===== src/rtl/baud_rate_gen.sv =====
// ----------------------------------------------------------------------------
// baud_rate_gen
//
// Fractional baud-rate generator for a UART. A down-counter counts off the
// integer part of the divisor. A fractional accumulator adds one extra cycle
// whenever its sum wraps, so the average tick period becomes
// shadow_val + 1 + shadow_frac / 2^FRAC_W. A second counter divides the
// oversample ticks down to the bit rate.
//
// Parameters
//   CNT_W  : integer divider width (4..24)
//   FRAC_W : fractional divider width (1..8)
//   OVS    : oversample ticks per bit (4..32)
//
// Ports
//   clk        : system clock, rising edge
//   reset_n    : synchronous active-low reset
//   enable     : divider runs when 1 and holds when 0
//   load       : captures baud_val / baud_frac into the shadow registers
//   baud_val   : integer divisor minus one
//   baud_frac  : fractional divisor in units of 1/2^FRAC_W
//   rx_sync    : one-cycle pulse that restarts bit timing
//   baud_tick  : registered oversample tick, one cycle wide
//   xmit_pulse : registered bit-rate pulse, only ever high together with baud_tick
//   os_phase   : current oversample index, 0..OVS-1
// ----------------------------------------------------------------------------
module baud_rate_gen #(
    parameter int  CNT_W  = 16,
    parameter int  FRAC_W = 4,
    parameter int  OVS    = 16,
    localparam int OVS_W  = $clog2(OVS)
) (
    input  logic              clk,
    input  logic              reset_n,
    input  logic              enable,
    input  logic              load,
    input  logic [CNT_W-1:0]  baud_val,
    input  logic [FRAC_W-1:0] baud_frac,
    input  logic              rx_sync,
    output logic              baud_tick,
    output logic              xmit_pulse,
    output logic [OVS_W-1:0]  os_phase
);

    localparam logic [OVS_W-1:0] OS_LAST = OVS_W'(OVS - 1);
    localparam logic [OVS_W-1:0] OS_ONE  = OVS_W'(1);
    localparam logic [CNT_W:0]   CNT_ZERO = {(CNT_W+1){1'b0}};
    localparam logic [CNT_W:0]   CNT_ONE  = {{CNT_W{1'b0}}, 1'b1};

    logic [CNT_W-1:0]  shadow_val_r;
    logic [FRAC_W-1:0] shadow_frac_r;
    // One bit wider than the divisor so all-ones plus a carry still fits.
    logic [CNT_W:0]    cntr_r;
    logic [FRAC_W-1:0] acc_r;
    logic [OVS_W-1:0]  os_cntr_r;
    logic              baud_tick_r;
    logic              xmit_pulse_r;

    logic [FRAC_W:0]   frac_sum_s;
    logic [CNT_W:0]    reload_s;
    logic [CNT_W:0]    sync_val_s;
    logic              os_wrap_s;
    logic [OVS_W-1:0]  os_next_s;
    logic              cnt_zero_s;

    // Next-value arithmetic for the tick event and the rx_sync restart.
    always_comb begin
        frac_sum_s = {1'b0, acc_r} + {1'b0, shadow_frac_r};
        // Top bit of the fractional sum is the carry that stretches the next period.
        reload_s   = {1'b0, shadow_val_r} + {{CNT_W{1'b0}}, frac_sum_s[FRAC_W]};
        cnt_zero_s = (cntr_r == CNT_ZERO);
        os_wrap_s  = (os_cntr_r == OS_LAST);
        // A load on the same edge as rx_sync must take effect immediately.
        if (load) begin
            sync_val_s = {1'b0, baud_val};
        end else begin
            sync_val_s = {1'b0, shadow_val_r};
        end
        if (os_wrap_s) begin
            os_next_s = {OVS_W{1'b0}};
        end else begin
            os_next_s = os_cntr_r + OS_ONE;
        end
    end

    // Shadow registers, divider state and registered outputs.
    always_ff @(posedge clk) begin
        if (!reset_n) begin
            shadow_val_r  <= {CNT_W{1'b0}};
            shadow_frac_r <= {FRAC_W{1'b0}};
            cntr_r        <= CNT_ZERO;
            acc_r         <= {FRAC_W{1'b0}};
            os_cntr_r     <= {OVS_W{1'b0}};
            baud_tick_r   <= 1'b0;
            xmit_pulse_r  <= 1'b0;
        end else begin
            // Shadow values are only consumed at the next reload, so the
            // period already in progress finishes with the old divisor.
            if (load) begin
                shadow_val_r  <= baud_val;
                shadow_frac_r <= baud_frac;
            end

            if (rx_sync) begin
                cntr_r       <= sync_val_s;
                acc_r        <= {FRAC_W{1'b0}};
                os_cntr_r    <= {OVS_W{1'b0}};
                baud_tick_r  <= 1'b0;
                xmit_pulse_r <= 1'b0;
            end else if (enable) begin
                if (cnt_zero_s) begin
                    acc_r        <= frac_sum_s[FRAC_W-1:0];
                    cntr_r       <= reload_s;
                    os_cntr_r    <= os_next_s;
                    baud_tick_r  <= 1'b1;
                    xmit_pulse_r <= os_wrap_s;
                end else begin
                    cntr_r       <= cntr_r - CNT_ONE;
                    baud_tick_r  <= 1'b0;
                    xmit_pulse_r <= 1'b0;
                end
            end else begin
                baud_tick_r  <= 1'b0;
                xmit_pulse_r <= 1'b0;
            end
        end
    end

    assign baud_tick  = baud_tick_r;
    assign xmit_pulse = xmit_pulse_r;
    assign os_phase   = os_cntr_r;

endmodule


===== config.mk =====
export PLATFORM = sky130hd
export DESIGN_NAME = baud_rate_gen
export DESIGN_NICKNAME = d
export VERILOG_FILES = /design/src/rtl/baud_rate_gen.sv
export SDC_FILE = /design/constraint.sdc
export NUM_CORES = 1
export LEC_CHECK = 0
export BUFFER_PORTS_ARGS = -buffer_cell sky130_fd_sc_hd__buf_2
export CAP_MARGIN = 10
export CORE_MARGIN = 10
export CORE_UTILIZATION = 58
export CTS_BUF_LIST = sky130_fd_sc_hd__clkbuf_16
export DETAILED_ROUTE_END_ITERATION = 7
export HOLD_SLACK_MARGIN = 0.15
export PLACE_DENSITY_LB_ADDON = 0.25
export SYNTH_ARGS = -nofsm -noshare
export SYNTH_HDL_FRONTEND = slang
export SYNTH_SLANG_ARGS = --single-unit

===== constraint.sdc =====
create_clock -name clk -period 2.9 [get_ports clk]
set_clock_uncertainty 0.15 [all_clocks]
set_input_delay 0.29 -clock clk [delete_from_list [all_inputs] [get_ports clk]]
set_output_delay 0.29 -clock clk [all_outputs]
set_load 0.005 [all_outputs]

### Word-level counts from Yosys, hierarchy flattened

Index checks and enable logic that the tools add are counted.

* register bits: 47
* input port bits: 25
* output and inout bits: 6
* logic and storage cells: 27

* $add $sub $neg: 4
* eq/ne operators: 1
* mux-type cells: 6
* bitwise operators: 3
* reductions and logical operators: 6

Operators by type and width (count)
* 17-bit two-way mux: 3
* 16-bit by 1-bit adder with 17-bit output: 1
* 17-bit logical NOT: 1
* 17-bit by 1-bit subtractor with 17-bit output, second input constant: 1
* 16-bit two-way mux: 1
* 4-bit by 4-bit adder with 5-bit output: 1
* 4-bit by 1-bit adder with 4-bit output, second input constant: 1
* 4-bit equality test, second input constant: 1
* 4-bit two-way mux: 1
* 4-bit OR reduction: 1
* 1-bit NOT: 3
* 3-bit OR reduction: 1
* 2-bit AND reduction: 1
* 2-bit nonzero test: 1
* 2-bit OR reduction: 1
* 1-bit two-way mux: 1

### Logic depth before layout (Yosys ltp)

* word-level depth: 5
* depth in mapped cells: 13
* mapped depth without buffers: 13

### Worst setup path before layout

Ideal clock, no wire load.

* path type: register to register
* from: reg shadow_frac_r[0]
* to: reg cntr_r[4]
* setup time: 0.086 ns
* arrival: 2.331 ns
* required time: 2.664 ns
* path slack: 0.333 ns
* cell stages (with the launch flop): 14
* path buffers: 0
* period minus slack after synthesis: 2.567 ns
* cells stage by stage: dfxtp_1 > ha_1 > inv_1 > fa_1 > nor2b_1 > o21ai_0 > nand2b_1 > ha_1 > ha_1 > nand3_1 > xnor2_1 > nor2_1 > a311o_1 > a221oi_2

* longest elaborated chain between the ends: 5

Ends and longest elaborated chain
* start: declaration: RTL line 51 `logic [FRAC_W-1:0] shadow_frac_r;`
* start signal: assignment: RTL line 90 `shadow_frac_r <= {FRAC_W{1'b0}};`
* start signal: assignment: RTL line 101 `shadow_frac_r <= baud_frac;`
* 4-bit by 4-bit adder with 5-bit output: RTL line 68 `frac_sum_s = {1'b0, acc_r} + {1'b0, shadow_frac_r};`
* 16-bit by 1-bit adder with 17-bit output: RTL line 70 `reload_s = {1'b0, shadow_val_r} + {{CNT_W{1'b0}}, frac_sum_s[FRAC_W]};`
* 17-bit two-way mux: RTL line 111 `if (cnt_zero_s) begin`
* 17-bit two-way mux: RTL line 110 `end else if (enable) begin`
* 17-bit two-way mux: RTL line 104 `if (rx_sync) begin`
* end signal: assignment: RTL line 105 `cntr_r <= sync_val_s;`
* end signal: assignment: RTL line 113 `cntr_r <= reload_s;`
* end signal: assignment: RTL line 118 `cntr_r <= cntr_r - CNT_ONE;`
* end: declaration: RTL line 53 `logic [CNT_W:0] cntr_r;`

No other way between the ends. The select of a mux whose other input is x is not followed.
A chain may end at the register's enable or synchronous reset.

### Final worst setup path

* from: reg acc_r[0]
* to: reg cntr_r[10]

* longest elaborated chain between the ends: 5

Ends and longest elaborated chain
* start: declaration: RTL line 54 `logic [FRAC_W-1:0] acc_r;`
* start signal: assignment: RTL line 92 `acc_r <= {FRAC_W{1'b0}};`
* start signal: assignment: RTL line 106 `acc_r <= {FRAC_W{1'b0}};`
* start signal: assignment: RTL line 112 `acc_r <= frac_sum_s[FRAC_W-1:0];`
* 4-bit by 4-bit adder with 5-bit output: RTL line 68
* 16-bit by 1-bit adder with 17-bit output: RTL line 70
* 17-bit two-way mux: RTL line 111
* 17-bit two-way mux: RTL line 110
* 17-bit two-way mux: RTL line 104

No other way between the ends. The select of a mux whose other input is x is not followed.

==> run_results.csv <==
group,metric,value,unit
synth,synth-edff-count,0,
setup_path,r2r_setup_slack,0.15,ns
floorplan,die_w,88.7,um
detailed_routing,vias,2613,
synth,synth_top_family_by_area,"simple AND/OR/NAND/NOR gates",
timing,hold_viol_final,0,
clock_tree,htree_levels,2,
place,dpl.hpwl,5060,um
synth,syn-cell-area,0.00274,mm2
cells_and_area,area_growth,18.6,%
synth,synth.area.mux_share,0.0842,
synth,avgSynthCellArea,8.44,um2
cells_and_area,n_antenna_cell,0,
floorplan,initial_core_util,0.611,
detailed_routing,final_antenna_net_count,0,
clock_tree,clock_sinks,47,
power,p_leak,1.34,nW
global_routing,grt_pass1_vias,2472,
min_path,whs_endpoint,"shadow_val_r[0]",
job,drv_cap,0,
floorplan,die-height,88.7,um
global_routing,antenna_found_initial,0,
power,fin_total_pwr,1.72,mW
clock_tree,cts.clk_slew.worst_paths,0.06,ns
min_path,worstHoldStart,"baud_val[0]",
synth,synth_top_area_share,0.344,
detailed_routing,drt_iter0_drc,323,
synth,async_flop_share,0,
setup_path,rr_endpoint,"cntr_r[10]",
synth,synth_top_flop_cell,"dfxtp_1",
floorplan,core-area,0.00447,mm2
detailed_routing,drt_first_pass_iters,5,
place,preCtsSetupSlack,0.198,ns
timing,max_freq,0.364,GHz
synth,synth_adder_area_share,0.0531,
timing,slew_violations,0,
setup_path,cp.arrival,2.81,ns
cells_and_area,layout_common_cells,"nor2_1, dfxtp_1, nand2_1",
floorplan,num_rows,24,
timing,hold_ws,0.181,ns
setup_path,endpoint_kind,"flop",
clock_tree,cts_tree,"done",
power,powerDensity,532,mW/mm2
timing,relSlewSlack,0.586,
cells_and_area,drive_gt1_frac,0.150,
cells_and_area,fin_cells,418,
floorplan,io_pins,31,
synth,syn_nets,360,
synth,ys_types,51,
synth,syn_inst,324,
timing,timing.final.ws_setup,0.152,ns
min_path,whs_path_depth,3,
synth,synth_xor_xnor_area_share,0.0865,
clock_tree,clockBufferDepth,2,
synth,synth_seq_area_share,0.344,
global_routing,gr-usage-all-layers,0.195,
global_routing,grt.overflow.total,0,
cells_and_area,final_net_count,402,
setup_path,cp.required,2.96,ns
detailed_routing,drc,0,
clock_tree,cts-root-buf,"clkbuf_16",
outcome,run_status,"finished, final reports clean",
detailed_routing,wirelength,7360,um
timing,finalSetupTns,0,ns
clock_tree,clk_latency,0.29,ns
clock_tree,cts_made_buffers,5,
place,io_buffers,30,
detailed_routing,wl_per_cell,17.6,um
timing,min_period,2.75,ns
synth,synth_compound_area_frac,0.142,
cells_and_area,final_common_cell,"nor2_1",
timing,setup_viol,0,
detailed_routing,vias_per_cell,6.25,
synth,synth_seq_cells,47,
global_routing,grt_max_degree,25,
setup_path,reg2reg_depth,14,
synth,yosys_warnings,0,
synth,synth.area.top_cells,"dfxtp_1, mux2i_1, nor2_1",
place,gp_routability_congestion,0.882,
floorplan,dieArea,0.00786,mm2
timing,rsz0062_at_grt,"no",
setup_path,crit_fanout,4,
setup_path,r2r_start,"acc_r[0]",
synth,synth.largest_area_cell,"dfxtp_1",
global_routing,grt_pass1_wl,12200,um
setup_path,critPathLaunchType,"flop",
timing,finalCritPeriodShare,0.947,
synth,yosys.area_share.simple,0.251,
power,ir_worst_vdd,0.458,mV
timing,tightest_slew,0.622,ns
min_path,min_path_type,"in -> reg",
setup_path,worstSetupPathType,"reg -> reg",
place,dpl.cell_count,396,
## layout make-up
cell class	count	area, um2
clock buffer	5	125
clock inverter	2	33.8
fill	313	1230
inverter	12	45.0
multi-input combinational	252	1710
sequential	47	943
tap	52	65.1
timing repair buffer	48	323
## stage by stage
stage	cell area [um2]	utilization
after floorplan	2740	-
after global placement	2910	0.651
after detailed placement	2910	0.651
after CTS	3220	0.720
after global routing	3240	0.725
final	3240	0.725
## power by group
part           internal [mW]  switching [mW]  leakage (nW)
Clock                  0.399           0.235        0.0811
Combinational          0.158           0.190         0.875
Sequential             0.685          0.0595         0.387
Total                   1.24           0.484          1.34
## Yosys cell counts, types with 2 or more instances
cell type,count
and4_1,2
inv_1,11
a211oi_1,2
mux2i_1,23
nor4_1,5
and3_1,9
o221ai_1,6
xor2_1,9
or4_1,2
a31oi_1,3
nor4_4,2
a221oi_1,2
o21a_1,2
or3_1,2
nor2_1,47
o32ai_1,3
ha_1,10
a21oi_1,12
a22o_1,2
o21ai_1,2
clkbuf_1,9
xnor2_1,18
nand3_1,9
o21ai_0,10
nand4_1,5
nor3_1,13
nand2_1,31
dfxtp_1,47
o22ai_1,3
a41oi_1,2
## cells by family (layout without fill, tap and decap cells)
| group | after synthesis | count (layout) |
|---|---|---|
| mux | 23 | 23 |
| buf+inv | 25 | 67 |
| flops | 47 | 47 |
| simple gates | 135 | 135 |
| fa+ha+maj | 11 | 11 |
| xor+xnor | 27 | 27 |
| compound gates | 56 | 56 |
## how the worst max path moves through the flow
| stage | start | endpoint | slack, ns | depth (start not counted) |
|---|---|---|---|---|
| finish | acc_r[0] | cntr_r[10] | 0.15 | 14 |
| CTS | acc_r[0] | cntr_r[4] | 0.08 | 13 |
| global route | shadow_frac_r[0] | cntr_r[6] | 0.003 | 14 |
| floorplan | shadow_frac_r[0] | cntr_r[4] | 0.33 | 13 |
| global placement | shadow_frac_r[0] | cntr_r[14] | 0.26 | 13 |
| detailed placement | acc_r[0] | cntr_r[14] | 0.20 | 13 |
## registers in the layout, summed over array words and instances, names as in the netlist
register and cells:
shadow_val_r 16, shadow_frac_r 4, baud_tick 1, os_phase 4, acc_r 4, cntr_r 17
xmit_pulse 1
## critical path: stages (launching register included)
cell and delay, ns:
dfxtp_2 0.33, ha_2 0.18, inv_1 0.05, fa_2 0.34, nor2b_1 0.14, o21ai_0 0.11
nand2b_1 0.13, ha_2 0.18, ha_2 0.18, nand3_1 0.11, buf_4 0.18, nor3_1 0.19
xnor2_1 0.15, o22ai_1 0.09, a31oi_1 0.17
## routing by layer
metal,global-route usage,share of wire,vias to the layer above,wire length (um)
li1,-,-,1250,-
met1,0.277,0.46,1216,3350
met5,0,0,-,0
met2,0.296,0.45,140,3310
met3,0.0377,0.085,7,628
met4,0.0485,0.010,0,74
## what timing repair did
item,CTS,global route
setup buffers,0,0
endpoints found under the hold margin,15,0
hold buffers,15,0
setup endpoints to repair,0,9
resized for setup,0,8
(Power assumes the default switching activity.)
